`src/rtl/output_accum_pipe.sv`:
```
// output_accum_pipe
//   Output pipeline: fetches NUM_PORTS scratchpad words per cycle, reduces every
//   lane of every port into one signed accumulator per result, packs LANES
//   finished results into an output word and writes it to output memory.
//   A partial word (unused lanes zero) is flushed at the end of a job.
//
// Ports
//   clock, reset_n      rising-edge clock, asynchronous active-low reset
//   start               1-cycle job request, sampled only while idle
//   cfg_len             scratchpad words per port summed into one result
//   cfg_count           number of results in the job
//   cfg_rd_base         read base address per port (port p at [p*ADDR_W +: ADDR_W])
//   cfg_out_base        first output address
//   sp_read_en          read strobe, data returns on sp_read_bus next cycle
//   sp_read_addr        read address per port
//   sp_read_bus         read data, lane l of port p at [(p*LANES+l)*DATA_W +: DATA_W]
//   out_we              output write strobe, one cycle per word
//   out_bus, out_addr   packed results (result k at lane k) and output address
//   busy                high from the cycle after an accepted start until done
//   done                one-cycle pulse at end of job
module output_accum_pipe #(
  parameter int DATA_W    = 16,
  parameter int LANES     = 8,
  parameter int NUM_PORTS = 2,
  parameter int ADDR_W    = 16,
  parameter int LEN_W     = 8,
  parameter bit SAT       = 1'b1
) (
  input  logic                              clock,
  input  logic                              reset_n,
  input  logic                              start,
  input  logic [LEN_W-1:0]                  cfg_len,
  input  logic [LEN_W-1:0]                  cfg_count,
  input  logic [NUM_PORTS*ADDR_W-1:0]       cfg_rd_base,
  input  logic [ADDR_W-1:0]                 cfg_out_base,
  output logic                              sp_read_en,
  output logic [NUM_PORTS*ADDR_W-1:0]       sp_read_addr,
  input  logic [NUM_PORTS*LANES*DATA_W-1:0] sp_read_bus,
  output logic                              out_we,
  output logic [LANES*DATA_W-1:0]           out_bus,
  output logic [ADDR_W-1:0]                 out_addr,
  output logic                              busy,
  output logic                              done
);

  localparam int NUM_TERMS = NUM_PORTS * LANES;
  localparam int SUM_W     = DATA_W + $clog2(NUM_TERMS);
  localparam int ACC_W     = SUM_W + LEN_W;
  localparam int CNT_W     = (LANES > 1) ? $clog2(LANES) : 1;

  // Clamp bounds expressed at accumulator width.
  localparam logic signed [ACC_W-1:0] MAX_V = {{(ACC_W-DATA_W+1){1'b0}}, {(DATA_W-1){1'b1}}};
  localparam logic signed [ACC_W-1:0] MIN_V = {{(ACC_W-DATA_W+1){1'b1}}, {(DATA_W-1){1'b0}}};

  typedef enum logic [1:0] {IDLE, FETCH, DRAIN, FLUSH} state_t;

  state_t state_q, state_d;

  logic [LEN_W-1:0]            len_q, count_q;
  logic [NUM_PORTS*ADDR_W-1:0] rd_base_q;
  logic [ADDR_W-1:0]           out_base_q;
  logic [ADDR_W-1:0]           idx_q;
  logic [LEN_W-1:0]            word_cnt, res_cnt;
  logic [ADDR_W-1:0]           words_written;
  logic [CNT_W-1:0]            store_cnt;
  logic [LANES*DATA_W-1:0]     pack_q, pack_next;
  logic                        vld_q, first_q, last_q;
  logic signed [ACC_W-1:0]     acc_q, acc_base, acc_next;
  logic signed [SUM_W-1:0]     term;
  logic [DATA_W-1:0]           result;
  logic                        fetching, last_issue, pack_full;
  logic [LEN_W-1:0]            len_last, count_last;

  assign len_last   = len_q - LEN_W'(1);
  assign count_last = count_q - LEN_W'(1);
  assign last_issue = (word_cnt == len_last) && (res_cnt == count_last);
  assign pack_full  = (store_cnt == CNT_W'(LANES - 1));

  // State register.
  always_ff @(posedge clock or negedge reset_n) begin
    if (!reset_n) state_q <= IDLE;
    else          state_q <= state_d;
  end

  // Next state and state-decoded outputs. FLUSH repeats once when a partial
  // word is pending: the first pass writes it, the second raises done.
  always_comb begin
    state_d    = state_q;
    fetching   = 1'b0;
    busy       = 1'b1;
    case (state_q)
      IDLE: begin
        busy = 1'b0;
        if (start && (cfg_len != '0) && (cfg_count != '0)) state_d = FETCH;
      end
      FETCH: begin
        fetching = 1'b1;
        if (last_issue) state_d = DRAIN;
      end
      DRAIN:   state_d = FLUSH;
      FLUSH:   if (store_cnt == '0) state_d = IDLE;
      default: state_d = IDLE;
    endcase
    sp_read_en = fetching;
  end

  // Per-port read address; held at zero outside FETCH.
  for (genvar p = 0; p < NUM_PORTS; p++) begin : g_addr
    assign sp_read_addr[p*ADDR_W +: ADDR_W] =
      fetching ? rd_base_q[p*ADDR_W +: ADDR_W] + idx_q : '0;
  end

  // Sign-extended sum of every lane of every port returned this cycle.
  always_comb begin
    logic signed [DATA_W-1:0] lane_v;
    term = '0;
    for (int i = 0; i < NUM_TERMS; i++) begin
      lane_v = sp_read_bus[i*DATA_W +: DATA_W];
      term   = term + SUM_W'(lane_v);
    end
  end

  // Accumulate, then clamp or wrap the finished value to DATA_W.
  always_comb begin
    acc_base = first_q ? '0 : acc_q;
    acc_next = acc_base + ACC_W'(term);
    result   = acc_next[DATA_W-1:0];
    if (SAT) begin
      if (acc_next > MAX_V)      result = MAX_V[DATA_W-1:0];
      else if (acc_next < MIN_V) result = MIN_V[DATA_W-1:0];
    end
  end

  // Pack register with the current result dropped into lane store_cnt.
  always_comb begin
    pack_next = pack_q;
    for (int k = 0; k < LANES; k++) begin
      if (store_cnt == CNT_W'(k)) pack_next[k*DATA_W +: DATA_W] = result;
    end
  end

  // Datapath: config latch, issue counters, read-return pipeline flags,
  // accumulator, packing and output writes. A word is written the cycle after
  // the data cycle that completes it, so a job whose last result fills a word
  // reaches FLUSH with nothing left to write.
  always_ff @(posedge clock or negedge reset_n) begin
    if (!reset_n) begin
      len_q         <= '0;
      count_q       <= '0;
      rd_base_q     <= '0;
      out_base_q    <= '0;
      idx_q         <= '0;
      word_cnt      <= '0;
      res_cnt       <= '0;
      words_written <= '0;
      store_cnt     <= '0;
      pack_q        <= '0;
      vld_q         <= 1'b0;
      first_q       <= 1'b0;
      last_q        <= 1'b0;
      acc_q         <= '0;
      out_we        <= 1'b0;
      out_bus       <= '0;
      out_addr      <= '0;
      done          <= 1'b0;
    end else begin
      out_we  <= 1'b0;
      done    <= 1'b0;
      vld_q   <= fetching;
      first_q <= fetching && (word_cnt == '0);
      last_q  <= fetching && (word_cnt == len_last);
      case (state_q)
        IDLE: begin
          if (start) begin
            len_q         <= cfg_len;
            count_q       <= cfg_count;
            rd_base_q     <= cfg_rd_base;
            out_base_q    <= cfg_out_base;
            idx_q         <= '0;
            word_cnt      <= '0;
            res_cnt       <= '0;
            words_written <= '0;
            store_cnt     <= '0;
            pack_q        <= '0;
            if ((cfg_len == '0) || (cfg_count == '0)) done <= 1'b1;
          end
        end
        FETCH: begin
          idx_q <= idx_q + ADDR_W'(1);
          if (word_cnt == len_last) begin
            word_cnt <= '0;
            res_cnt  <= res_cnt + LEN_W'(1);
          end else begin
            word_cnt <= word_cnt + LEN_W'(1);
          end
        end
        FLUSH: begin
          if (store_cnt != '0) begin
            out_we        <= 1'b1;
            out_bus       <= pack_q;
            out_addr      <= out_base_q + words_written;
            words_written <= words_written + ADDR_W'(1);
            pack_q        <= '0;
            store_cnt     <= '0;
          end else begin
            done <= 1'b1;
          end
        end
        default: ;
      endcase
      if (vld_q) begin
        acc_q <= acc_next;
        if (last_q) begin
          if (pack_full) begin
            out_we        <= 1'b1;
            out_bus       <= pack_next;
            out_addr      <= out_base_q + words_written;
            words_written <= words_written + ADDR_W'(1);
            pack_q        <= '0;
            store_cnt     <= '0;
          end else begin
            pack_q    <= pack_next;
            store_cnt <= store_cnt + CNT_W'(1);
          end
        end
      end
    end
  end

endmodule

```
`config.mk`:
```
export PLATFORM = sky130hd
export DESIGN_NAME = output_accum_pipe
export DESIGN_NICKNAME = d
export VERILOG_FILES = /design/src/rtl/output_accum_pipe.sv
export SDC_FILE = /design/constraint.sdc
export NUM_CORES = 1
export LEC_CHECK = 0
export CORE_MARGIN = 8
export CORE_UTILIZATION = 32
export CTS_CLUSTER_DIAMETER = 80
export CTS_CLUSTER_SIZE = 10
export DETAILED_ROUTE_END_ITERATION = 8
export SLEW_MARGIN = 5
export SYNTH_ARGS = -nofsm -noshare
export SYNTH_HDL_FRONTEND = slang
export SYNTH_SLANG_ARGS = --single-unit
```
`constraint.sdc`:
```
create_clock -name clock -period 6.2 [get_ports clock]
set_clock_uncertainty 0.15 [all_clocks]
set_input_delay 1.86 -clock clock [delete_from_list [all_inputs] [get_ports clock]]
set_output_delay 1.86 -clock clock [all_outputs]
set_load 0.01 [all_outputs]
```
==> impl_metrics.tcl <==
set metrics [dict create \
    outcome "finished, violations left" \
    violations "setup timing" \
    drc 0 \
    worstSetupPathType "in -> reg" \
    yosys_register_bits 422 \
    ant_nets 0 \
    tightest_slew_ns 1.26 \
    start_kind "input pin" \
    dp_hpwl_mm 78.6 \
    cts_root_buf "clkbuf_16" \
    finalWirelength_mm 106 \
    avgSynthCellArea_um2 9.67 \
    synth_area_um2 30400 \
    cts_made_buffers 48 \
    holdBufCountCts 0 \
    use_met1_pct 24.9 \
    finalSetupTns_ns -395.06 \
    coreArea_um2 94600 \
    finalHoldViolations 0 \
    first_pass_iters 5 \
    crit_required_ns 6.51 \
    initial_core_util_pct 32.2 \
    max_freq_mhz 127 \
    wl_per_cell_um 20.6 \
    antenna_found_initial 12 \
    max-clock-path-buffers 3 \
    io_pins 503 \
    end_kind "flop" \
    grt_start_max_net_pins 101 \
    top_usage_layer "met2" \
    maxSlewHeadroom_pct 15.8 \
    vias 25900 \
    place.gp.congestion 0.867 \
    slew_violations 0 \
    grt_util_met2_pct 34.2 \
    grt_usage_pct 19.7 \
    mappedNetlistNets 3852 \
    drtIter0Drc 1796 \
    synthFlopType "dfrtp_1" \
    final_nets 4599 \
    yosys_warnings 0 \
    placed_cell_area_um2 39200 \
    synth_edf_count 0 \
    setup_ws_ns -1.69 \
    std_cell_rows 113 \
    port_buffers 502 \
    crit_fanout 8 \
    rsz0062_at_grt "yes" \
    fin_crit_ns 7.89 \
    hold_path_class "reg -> reg" \
    overflow 0 \
    setup_viol 265 \
    max_cap_violations 0 \
    grt_pass1_vias 27100 \
    final_area_um2 42600 \
    die_y_um 324 \
    syn_to_final_growth_pct 40.2 \
    die-area_um2 105000 \
    clk_latency_ns 0.60 \
    netlist_instances 3146 \
    grt_pass1_wl_mm 162 \
    cp_data_arrival_time_ns 8.20 \
    die_w_um 324 \
    drive_gt1_share_pct 24.4 \
    fin_hold_ws_ns 0.328 \
    ys_async_sr_fraction_pct 100 \
    path_clk_slew_ns 0.06 \
    clock_sinks 422 \
    period_share_pct 127 \
    ys_types 79 \
    via_per_inst 5.01 \
    synth_seq_area_share_pct 34.7 \
    cts_tree "yes" \
    cts_max_level 2 \
    use_met3_pct 4.06 \
]
-- logic make-up after synthesis --
family                   Yosys count  share of synthesized area [%]
flip-flops                       422                           34.7
AO/OA/AOI/OAI                    677                           15.2
XOR/XNOR                         108                           3.11
multiplexers                      93                           3.41
buffers and inverters            662                           8.36
adder cells (fa/ha/maj)          383                           22.8
AND/OR/NAND/NOR                  801                           12.4
-- area by class of cell --
type / instances / area (um2)
timing repair buffer: 847 / 8270
clock inverter: 3 / 70.1
tap: 1265 / 1580
clock buffer: 53 / 1240
fill: 8911 / 52000
inverter: 512 / 1920
multi-input combinational: 2062 / 19000
sequential: 422 / 10600
antenna: 5 / 12.5
-- critical path, cell delays in order --
cell and delay [ns]:
clkdlybuf4s15_1 0.20, fa_2 0.58, fa_1 0.44, fa_1 0.52
fa_1 0.50, inv_1 0.05, fa_1 0.46, fa_1 0.52
inv_2 0.05, ha_4 0.16, fa_2 0.36, a21o_1 0.21
a21boi_4 0.22, buf_4 0.15, o31a_1 0.16, o21ai_2 0.08
a21o_1 0.21, a2111oi_4 0.30, nand4b_1 0.21, buf_6 0.21
buf_12 0.13, o32ai_4 0.33, buf_12 0.21, o21ai_2 0.06
-- layer usage --
metal	vias up	part of all wire, %
met1	12900	41
met5	-	0.025
met3	169	6.7
met4	4	3.2
met2	758	49
li1	12000	-
-- final timing paths --
kind                                      to  cells past startpoint  slack (ns)            start
max in group asynchronous           acc_q[0]                      2        3.62          reset_n
worst min register to register     pack_q[7]                      2        0.33        pack_q[7]
worst max-delay path              out_bus[7]                     24       -1.69  sp_read_bus[98]
worst min-delay path               pack_q[7]                      2        0.33        pack_q[7]
worst max register to register    pack_q[21]                     24        0.04          first_q
min in group asynchronous       rd_base_q[0]                      1        1.15          reset_n
-- synthesized netlist by cell type, drive strengths merged, types with 50 or more instances --
cell / number / area (um2)
fa: 285 / 5710
ha: 98 / 1230
a21oi: 91 / 459
dfrtp: 422 / 10600
o21ai: 212 / 1080
nor2: 133 / 499
inv: 511 / 1920
xnor2: 54 / 473
nand2: 292 / 1100
mux2: 84 / 946
a22oi: 129 / 968
nor3: 73 / 365
nand3: 103 / 515
xor2: 54 / 473
clkbuf: 108 / 407
a2bb2oi: 50 / 438
-- stage by stage --
| step | utilization [%] | instances | setup slack [ns] |
|---|---|---|---|
| CTS | 44.2 | 5133 | -1.65 |
| global route | 45.1 | 5167 | -1.90 |
| global placement | 41.4 | 5019 | -2.92 |
| detailed placement | 41.4 | 5019 | -2.99 |
| floorplan | - | 3146 | -1.90 |
| finish | 45.1 | 5169 | -1.69 |
-- cells in the final DEF (no fill, tap or decap), types with 33 or more instances in the layout --
master	n
dfrtp_1	421
inv_1	387
nand2_1	286
clkdlybuf4s50_1	275
fa_1	244
buf_4	234
nor2_1	127
inv_2	124
dlygate4sd2_1	124
a22oi_1	119
o21ai_0	84
mux2_2	84
nand3_1	83
ha_1	77
a21oi_1	76
nor3_1	69
o21ai_1	66
o21ai_2	58
clkbuf_16	56
xnor2_1	53
xor2_1	53
buf_6	53
buf_12	43
fa_2	41
buf_2	41
nand2b_1	38
and2_1	34
and3_1	33
a2bb2oi_1	33
-- state kept, by name, indices dropped and copies added, names as in the netlist, 16 cells and up --
signal and count:
out_base_q 16, idx_q 16, out_bus 128, out_addr 16
acc_q 28, words_written 16, rd_base_q 32, pack_q 128
-- repair_timing --
| action | CTS | global route |
|---|---|---|
| pin swaps | 250 | 102 |
| gates cloned | 13 | 11 |
| setup buffers | 46 | 25 |
| endpoints found under the setup margin | 269 | 270 |
| resized for setup | 737 | 218 |
Power is not shown: default switching activity piles up to over one toggle a cycle in this logic, so the estimate is an artifact.
